File: config.mk
export PLATFORM = sky130hd
export DESIGN_NAME = bcd2binary_flat
export DESIGN_NICKNAME = d
export VERILOG_FILES = /design/src/rtl/bcd2binary_if.sv /design/src/rtl/bcd2binary.sv /design/src/flat_wrapper.sv
export SDC_FILE = /design/constraint.sdc
export NUM_CORES = 1
export LEC_CHECK = 0
export ABC_AREA = 1
export ABC_CLOCK_PERIOD_IN_PS = 1390
export BUFFER_PORTS_ARGS = -buffer_cell sky130_fd_sc_hd__buf_2
export CAP_MARGIN = 20
export CORE_ASPECT_RATIO = 1.1
export CORE_MARGIN = 2
export CORE_UTILIZATION = 52
export DETAILED_ROUTE_END_ITERATION = 10
export HOLD_SLACK_MARGIN = 0.12
export PLACE_DENSITY = 0.76
export SETUP_SLACK_MARGIN = 0.5
export SYNTH_ARGS = -nofsm -noshare
export SYNTH_HDL_FRONTEND = slang
export SYNTH_SLANG_ARGS = --single-unit
File: constraint.sdc
create_clock -name clk -period 1.39 [get_ports clk]
set_clock_uncertainty 0.1 [all_clocks]
set_input_delay 0.278 -clock clk [delete_from_list [all_inputs] [get_ports clk]]
set_output_delay 0.278 -clock clk [all_outputs]
set_load 0.01 [all_outputs]
File: src/rtl/bcd2binary_if.sv
// Handshake bundle between a decimal-entry source and the BCD-to-binary converter.
//
// Parameters:
//    DIN_W    packed-BCD input width (multiple of 4)
//    DOUT_W   binary output width
//
// Signals:
//    en            start request from the source
//    bcd_din       packed BCD word, digit0 in [3:0]
//    busy          converter is working (SHIFT or DONE)
//    bin_dout      binary result, held until the next result
//    bin_dout_vld  one-cycle result strobe
//    digit_err     one-cycle invalid-digit strobe (BCD2BIN_CHECK_EN builds only)
//
// Modports: master = source side, slave = converter side.
// Macro: BCD2BIN_CHECK_EN adds digit_err.
interface bcd2binary_if #(
   parameter int DIN_W  = 24,
   parameter int DOUT_W = 20
);
   logic              en;
   logic [DIN_W-1:0]  bcd_din;
   logic              busy;
   logic [DOUT_W-1:0] bin_dout;
   logic              bin_dout_vld;
`ifdef BCD2BIN_CHECK_EN
   logic              digit_err;

   modport master (
      output en, bcd_din,
      input  busy, bin_dout, bin_dout_vld, digit_err
   );
   modport slave (
      input  en, bcd_din,
      output busy, bin_dout, bin_dout_vld, digit_err
   );
`else
   modport master (
      output en, bcd_din,
      input  busy, bin_dout, bin_dout_vld
   );
   modport slave (
      input  en, bcd_din,
      output busy, bin_dout, bin_dout_vld
   );
`endif
endinterface

File: src/rtl/bcd2binary.sv
// Serial packed-BCD to binary converter (reverse double-dabble, one shift per clock).
// An en pulse in IDLE captures bcd_din; DOUT_W shifts later the result is registered
// and announced with a one-cycle bin_dout_vld pulse. en while busy is ignored.
//
// Parameters:
//    DIN_W    BCD input width, multiple of 4 (default 6 digits)
//    DOUT_W   binary width and shift count; 2^DOUT_W must exceed 10^(DIN_W/4)-1
//
// Ports:
//    clk     system clock, rising edge
//    rst_n   asynchronous reset, active-low
//    bus     bcd2binary_if.slave (en, bcd_din, busy, bin_dout, bin_dout_vld[, digit_err])
//
// Macro: BCD2BIN_CHECK_EN -- when defined, digits above 9 are flagged at capture and
//    the conversion returns 0 with a digit_err pulse alongside bin_dout_vld.
module bcd2binary #(
   parameter int DIN_W  = 24,
   parameter int DOUT_W = 20
) (
   input  logic        clk,
   input  logic        rst_n,
   bcd2binary_if.slave bus
);

   localparam int CNT_W = $clog2(DOUT_W);
   localparam int NDIG  = DIN_W / 4;
   localparam logic [CNT_W-1:0] CNT_LAST = CNT_W'(DOUT_W - 1);

   typedef enum logic [2:0] {
      IDLE  = 3'b001,
      SHIFT = 3'b010,
      DONE  = 3'b100
   } state_t;

   // After the right shift, any digit that was doubled past 7 gets 3 removed so the
   // next halving stays a valid decimal halving.
   function automatic logic [DIN_W-1:0] dabble_fix(input logic [DIN_W-1:0] v);
      logic [DIN_W-1:0] r;
      logic [3:0]       dig;
      r = v;
      for (int d = 0; d < NDIG; d++) begin
         dig = v[4*d +: 4];
         if (dig >= 4'd8) dig = dig - 4'd3;
         r[4*d +: 4] = dig;
      end
      return r;
   endfunction

`ifdef BCD2BIN_CHECK_EN
   function automatic logic has_bad_digit(input logic [DIN_W-1:0] v);
      logic bad;
      bad = 1'b0;
      for (int d = 0; d < NDIG; d++) begin
         if (v[4*d +: 4] > 4'd9) bad = 1'b1;
      end
      return bad;
   endfunction
`endif

   state_t             state;
   logic [DIN_W-1:0]   bcd_r;
   logic [DOUT_W-1:0]  bin_r;
   logic [CNT_W-1:0]   shift_cnt;
   logic               busy_r;
   logic [DOUT_W-1:0]  dout_r;
   logic               vld_r;

   logic [DIN_W+DOUT_W-1:0] cat_sh;
   logic [DIN_W-1:0]        bcd_nx;
   logic [DOUT_W-1:0]       bin_nx;

   always_comb begin
      cat_sh = {bcd_r, bin_r} >> 1;
      bin_nx = cat_sh[DOUT_W-1:0];
      bcd_nx = dabble_fix(cat_sh[DIN_W+DOUT_W-1:DOUT_W]);
   end

`ifdef BCD2BIN_CHECK_EN
   logic err_flag;
   logic err_r;
`endif

   always_ff @(posedge clk or negedge rst_n) begin
      if (!rst_n) begin
         state     <= IDLE;
         bcd_r     <= '0;
         bin_r     <= '0;
         shift_cnt <= '0;
         busy_r    <= 1'b0;
         dout_r    <= '0;
         vld_r     <= 1'b0;
`ifdef BCD2BIN_CHECK_EN
         err_flag  <= 1'b0;
         err_r     <= 1'b0;
`endif
      end else begin
         vld_r <= 1'b0;
`ifdef BCD2BIN_CHECK_EN
         err_r <= 1'b0;
`endif
         unique case (state)
            IDLE: begin
               if (bus.en) begin
                  bcd_r     <= bus.bcd_din;
                  bin_r     <= '0;
                  shift_cnt <= '0;
                  busy_r    <= 1'b1;
                  state     <= SHIFT;
`ifdef BCD2BIN_CHECK_EN
                  err_flag  <= has_bad_digit(bus.bcd_din);
`endif
               end
            end
            SHIFT: begin
               bcd_r <= bcd_nx;
               bin_r <= bin_nx;
               if (shift_cnt == CNT_LAST) begin
                  shift_cnt <= '0;
                  state     <= DONE;
               end else begin
                  shift_cnt <= shift_cnt + 1'b1;
               end
            end
            DONE: begin
`ifdef BCD2BIN_CHECK_EN
               dout_r <= err_flag ? '0 : bin_r;
               err_r  <= err_flag;
`else
               dout_r <= bin_r;
`endif
               vld_r  <= 1'b1;
               busy_r <= 1'b0;
               state  <= IDLE;
            end
            default: begin
               busy_r <= 1'b0;
               state  <= IDLE;
            end
         endcase
      end
   end

   assign bus.busy         = busy_r;
   assign bus.bin_dout     = dout_r;
   assign bus.bin_dout_vld = vld_r;
`ifdef BCD2BIN_CHECK_EN
   assign bus.digit_err    = err_r;
`endif

endmodule

File: src/flat_wrapper.sv
// flat-port wrapper written by rule: the top's interface ports become plain ports
module bcd2binary_flat 
#(
   parameter int DIN_W  = 24,
   parameter int DOUT_W = 20
)
  (clk, rst_n, bus_en, bus_bcd_din, bus_busy, bus_bin_dout, bus_bin_dout_vld);
  bcd2binary_if #(.DIN_W(DIN_W), .DOUT_W(DOUT_W)) bus_i ();
  input  logic clk;
  input  logic rst_n;
  input wire logic [$bits(bus_i.en)-1:0] bus_en;
  input wire logic [$bits(bus_i.bcd_din)-1:0] bus_bcd_din;
  output wire logic [$bits(bus_i.busy)-1:0] bus_busy;
  output wire logic [$bits(bus_i.bin_dout)-1:0] bus_bin_dout;
  output wire logic [$bits(bus_i.bin_dout_vld)-1:0] bus_bin_dout_vld;
  assign bus_i.en = bus_en;
  assign bus_i.bcd_din = bus_bcd_din;
  assign bus_busy = bus_i.busy;
  assign bus_bin_dout = bus_i.bin_dout;
  assign bus_bin_dout_vld = bus_i.bin_dout_vld;
  bcd2binary #(.DIN_W(DIN_W), .DOUT_W(DOUT_W)) u_core (.clk(clk), .rst_n(rst_n), .bus(bus_i));
endmodule
==> results.yml <==
global_route:
  grt_pass1_wl_um: 13200
  gr-usage-all-layers_pct: 21.5
  grt_max_degree: 49
  grt_overflow: 0
  antenna_found_initial: 0
  grt_pass1_vias: 2968
cells_and_area:
  nets: 586
  layout.cells.non_filler: 635
  synthToLayoutAreaGrowth_pct: 29.8
  fill_cells: 527
  antenna_cells: 0
  drive_above_1_share_pct: 22.2
  stdcell_area_um2: 4630
worst_setup_path:
  startpoint_type: "register"
  cp-startpoint: "u_core.state[0]"
  worst-setup-path-type: "reg -> reg"
  crit_required_ns: 1.57
  critPathMaxStageDelay_ns: 0.55
  cp_common_cell: "nand2_1"
  worstPathMaxFanout: 8
  r2r-start: "u_core.state[0]"
  crit_path_end_kind: "register"
  rr_worst_depth: 8
  regToRegEndpoint: "u_core.bcd_r[1]"
  critPathSlowestCell: "dfstp_2"
  crit_chain: "inv_2 > nor2_4 > nand3_4 > nand2_8 > buf_6 > buf_16 > nand2_1 > nand2_1"
  rrSetupSlack_ns: -0.16
  cp-endpoint: "u_core.bcd_r[1]"
  arrival_ns: 1.73
cts:
  clock-sinks: 74
  cts.clk_slew.worst_paths_ns: 0.08
  cts-root-buf: "clkbuf_8"
  cts_tree: "built"
  clockBufferDepth: 2
  h-tree-depth: 3
  cts_buffers: 9
  clk_latency_ns: 0.35
route:
  drtAntennaViolNets: 0
  drt-pass1-iter-count: 4
  drt_iter0_drc: 121
  drt-wirelength-per-cell_um: 12.4
  vias_per_cell: 4.89
  drc_errors: 0
  vias: 3107
  wirelength_um: 7870
power:
  powerDensity_nw_per_um2: 2120
  ir_drop_mv: 1.03
  p_leak_nw: 2.53
  power_mw: 9.80
timing:
  fin_crit_ns: 1.55
  slew_viol_final: 0
  rsz0062_at_grt: "true"
  relSlewSlack_pct: 76.1
  worst_slack_ns: -0.157
  finalHoldViolations: 12
  clock.fmax_mhz: 647
  hold_slack_ns: -0.272
  worst-slew-pin-transition_ns: 0.359
  final-setup-viol-count: 49
  post-route-period-util_pct: 111
place:
  placed_area_um2: 3950
  dpl.hpwl_um: 4530
  gp_congestion: 0.817
  numPortBuffers: 48
  place_inst: 582
yosys:
  syn_inst: 465
  mappedNetlistNets: 503
  synth_area_leader_cell: "dfrtp_1"
  synth-xor-area-share_pct: 0.737
  ys_top_cells_by_count: "225 x nand2_1, 73 x dfrtp_1, 49 x inv_1"
  seq_area_frac_synth_pct: 52.0
  synthSimpleGateAreaFrac_pct: 27.0
  synth_compound_area_share_pct: 7.44
  async_flop_share_pct: 100
  synthAdderAreaFrac_pct: 3.86
  synth.area.mux_share_pct: 0
  synth_enable_flop_cells: 0
  synth_warnings: 0
  yosysMostFrequentCell: "nand2_1"
  synth-seq-cells: 74
  synth.area.top_cells: "dfrtp_1 51%, nand2_1 24%, o21ai_0 6.6%, inv_1 5.2%, ha_1 3.9%"
  synth_cell_types: 18
  avgSynthCellArea_um2: 7.66
  yosysTopAreaCellShare_pct: 51.3
  synthFlopType: "dfrtp_1"
  synth_top_family_by_area: "simple AND/OR/NAND/NOR gates"
  synthesis.area_um2: 3560
floorplan:
  dieArea_um2: 7530
  fp.dieW_um: 82.9
  io_pins: 49
  dieHeight_um: 90.8
  start_util_pct: 54.0
  core-area_um2: 6590
  fp-row-count: 31
run_status:
  violations: "hold timing, setup timing"
  status: "finished, violations left"
run:
  drv_cap: 0
worst_hold_path:
  hold_class: "in -> async"
-- cell usage in the layout, fill, tap and decap left out, types with 2 or more instances in the layout --
master and n:
nor2_1 2, buf_4 32, buf_12 10, buf_16 3, clkbuf_8 10, clkinv_4 2, buf_2 48, o21ai_1 15
o21ai_0 37, nand3_1 18, bufinv_16 2, dfrtp_1 73, xor2_1 2, inv_1 48, inv_2 3, nand2_1 224
ha_1 10
-- how the worst min path moves through the flow --
| stage | from | end | slack (ns) | cells after the start |
|---|---|---|---|---|
| floorplan | rst_n | u_core.bcd_r[0] | -0.12 | 0 |
| global placement | rst_n | u_core.bus.bin_dout[15] | 0.11 | 1 |
| detailed placement | rst_n | u_core.bus.bin_dout[15] | 0.11 | 1 |
| CTS | rst_n | u_core.bus.bin_dout[15] | -0.26 | 1 |
| global route | rst_n | u_core.bin_r[12] | -0.25 | 1 |
| finish | rst_n | u_core.shift_cnt[2] | -0.27 | 1 |
-- sequential cells by signal, indices dropped and copies added, names as in the netlist --
signal and flops:
u_core.bcd_r 24, u_core.bin_r 20, u_core.bus.bin_dout 20, u_core.bus.bin_dout_vld 1, u_core.bus.busy 1, u_core.shift_cnt 5
u_core.state 3
-- metal layers --
metal	routed length (um)	share of wire [%]	vias up	GRT usage [%]
li1	-	-	1575	-
met1	3540	45	1455	26.9
met2	3880	49	66	37.4
met3	330	4.2	11	3.84
met4	118	1.5	0	7.38
met5	0	0	-	0
-- final cells by class --
| type | count | area [um2] | area share (%) |
|---|---|---|---|
| timing repair buffer | 95 | 800 | 17.3 |
| inverter | 52 | 200 | 4.33 |
| clock buffer | 10 | 138 | 2.97 |
| sequential | 74 | 1850 | 40.0 |
| tap | 82 | 103 | 2.22 |
| clock inverter | 6 | 90.1 | 1.95 |
| multi-input combinational | 316 | 1440 | 31.2 |
-- kinds of logic (layout without fill, tap and decap cells) --
family                   Yosys count  after routing
AO/OA/AOI/OAI                     53             53
AND/OR/NAND/NOR                  249            249
buffers and inverters             75            163
adder cells (fa/ha/maj)           11             11
XOR/XNOR                           3              3
flip-flops                        74             74
-- through the flow --
stage	hold WS, ns	setup WS [ns]	TNS, ns	util [%]
final	-0.272	-0.157	-4.56	70.2
after global routing	-0.248	-0.203	-7.90	70.2
after CTS	-0.260	-0.108	-3.70	68.4
after detailed placement	0.111	-0.189	-5.58	59.9
after global placement	0.113	-0.129	-3.28	59.9
after floorplan	-0.118	0.0275	0	-
-- critical path: cells and delay by family (launching register included) --
kind | cells | cell delay, ns
buffers and inverters | 3 | 0.33
DFF | 1 | 0.55
and+or+nand+nor | 5 | 0.50
-- what timing repair did --
action	CTS	global route
pin swaps	2	2
gates resized for setup	22	4
endpoints found under the hold margin	76	38
cloned	3	1
buffers inserted	21	12
endpoints found under the setup margin	96	96
-- report_power, final --
part           leakage (nW)  switching (mW)  total [mW]  internal, mW
Combinational          1.43            2.44        4.69          2.25
Clock                 0.112           0.812        1.87          1.06
Sequential            0.986           0.525        3.24          2.71
No activity file was read; power rests on OpenSTA's default activity.
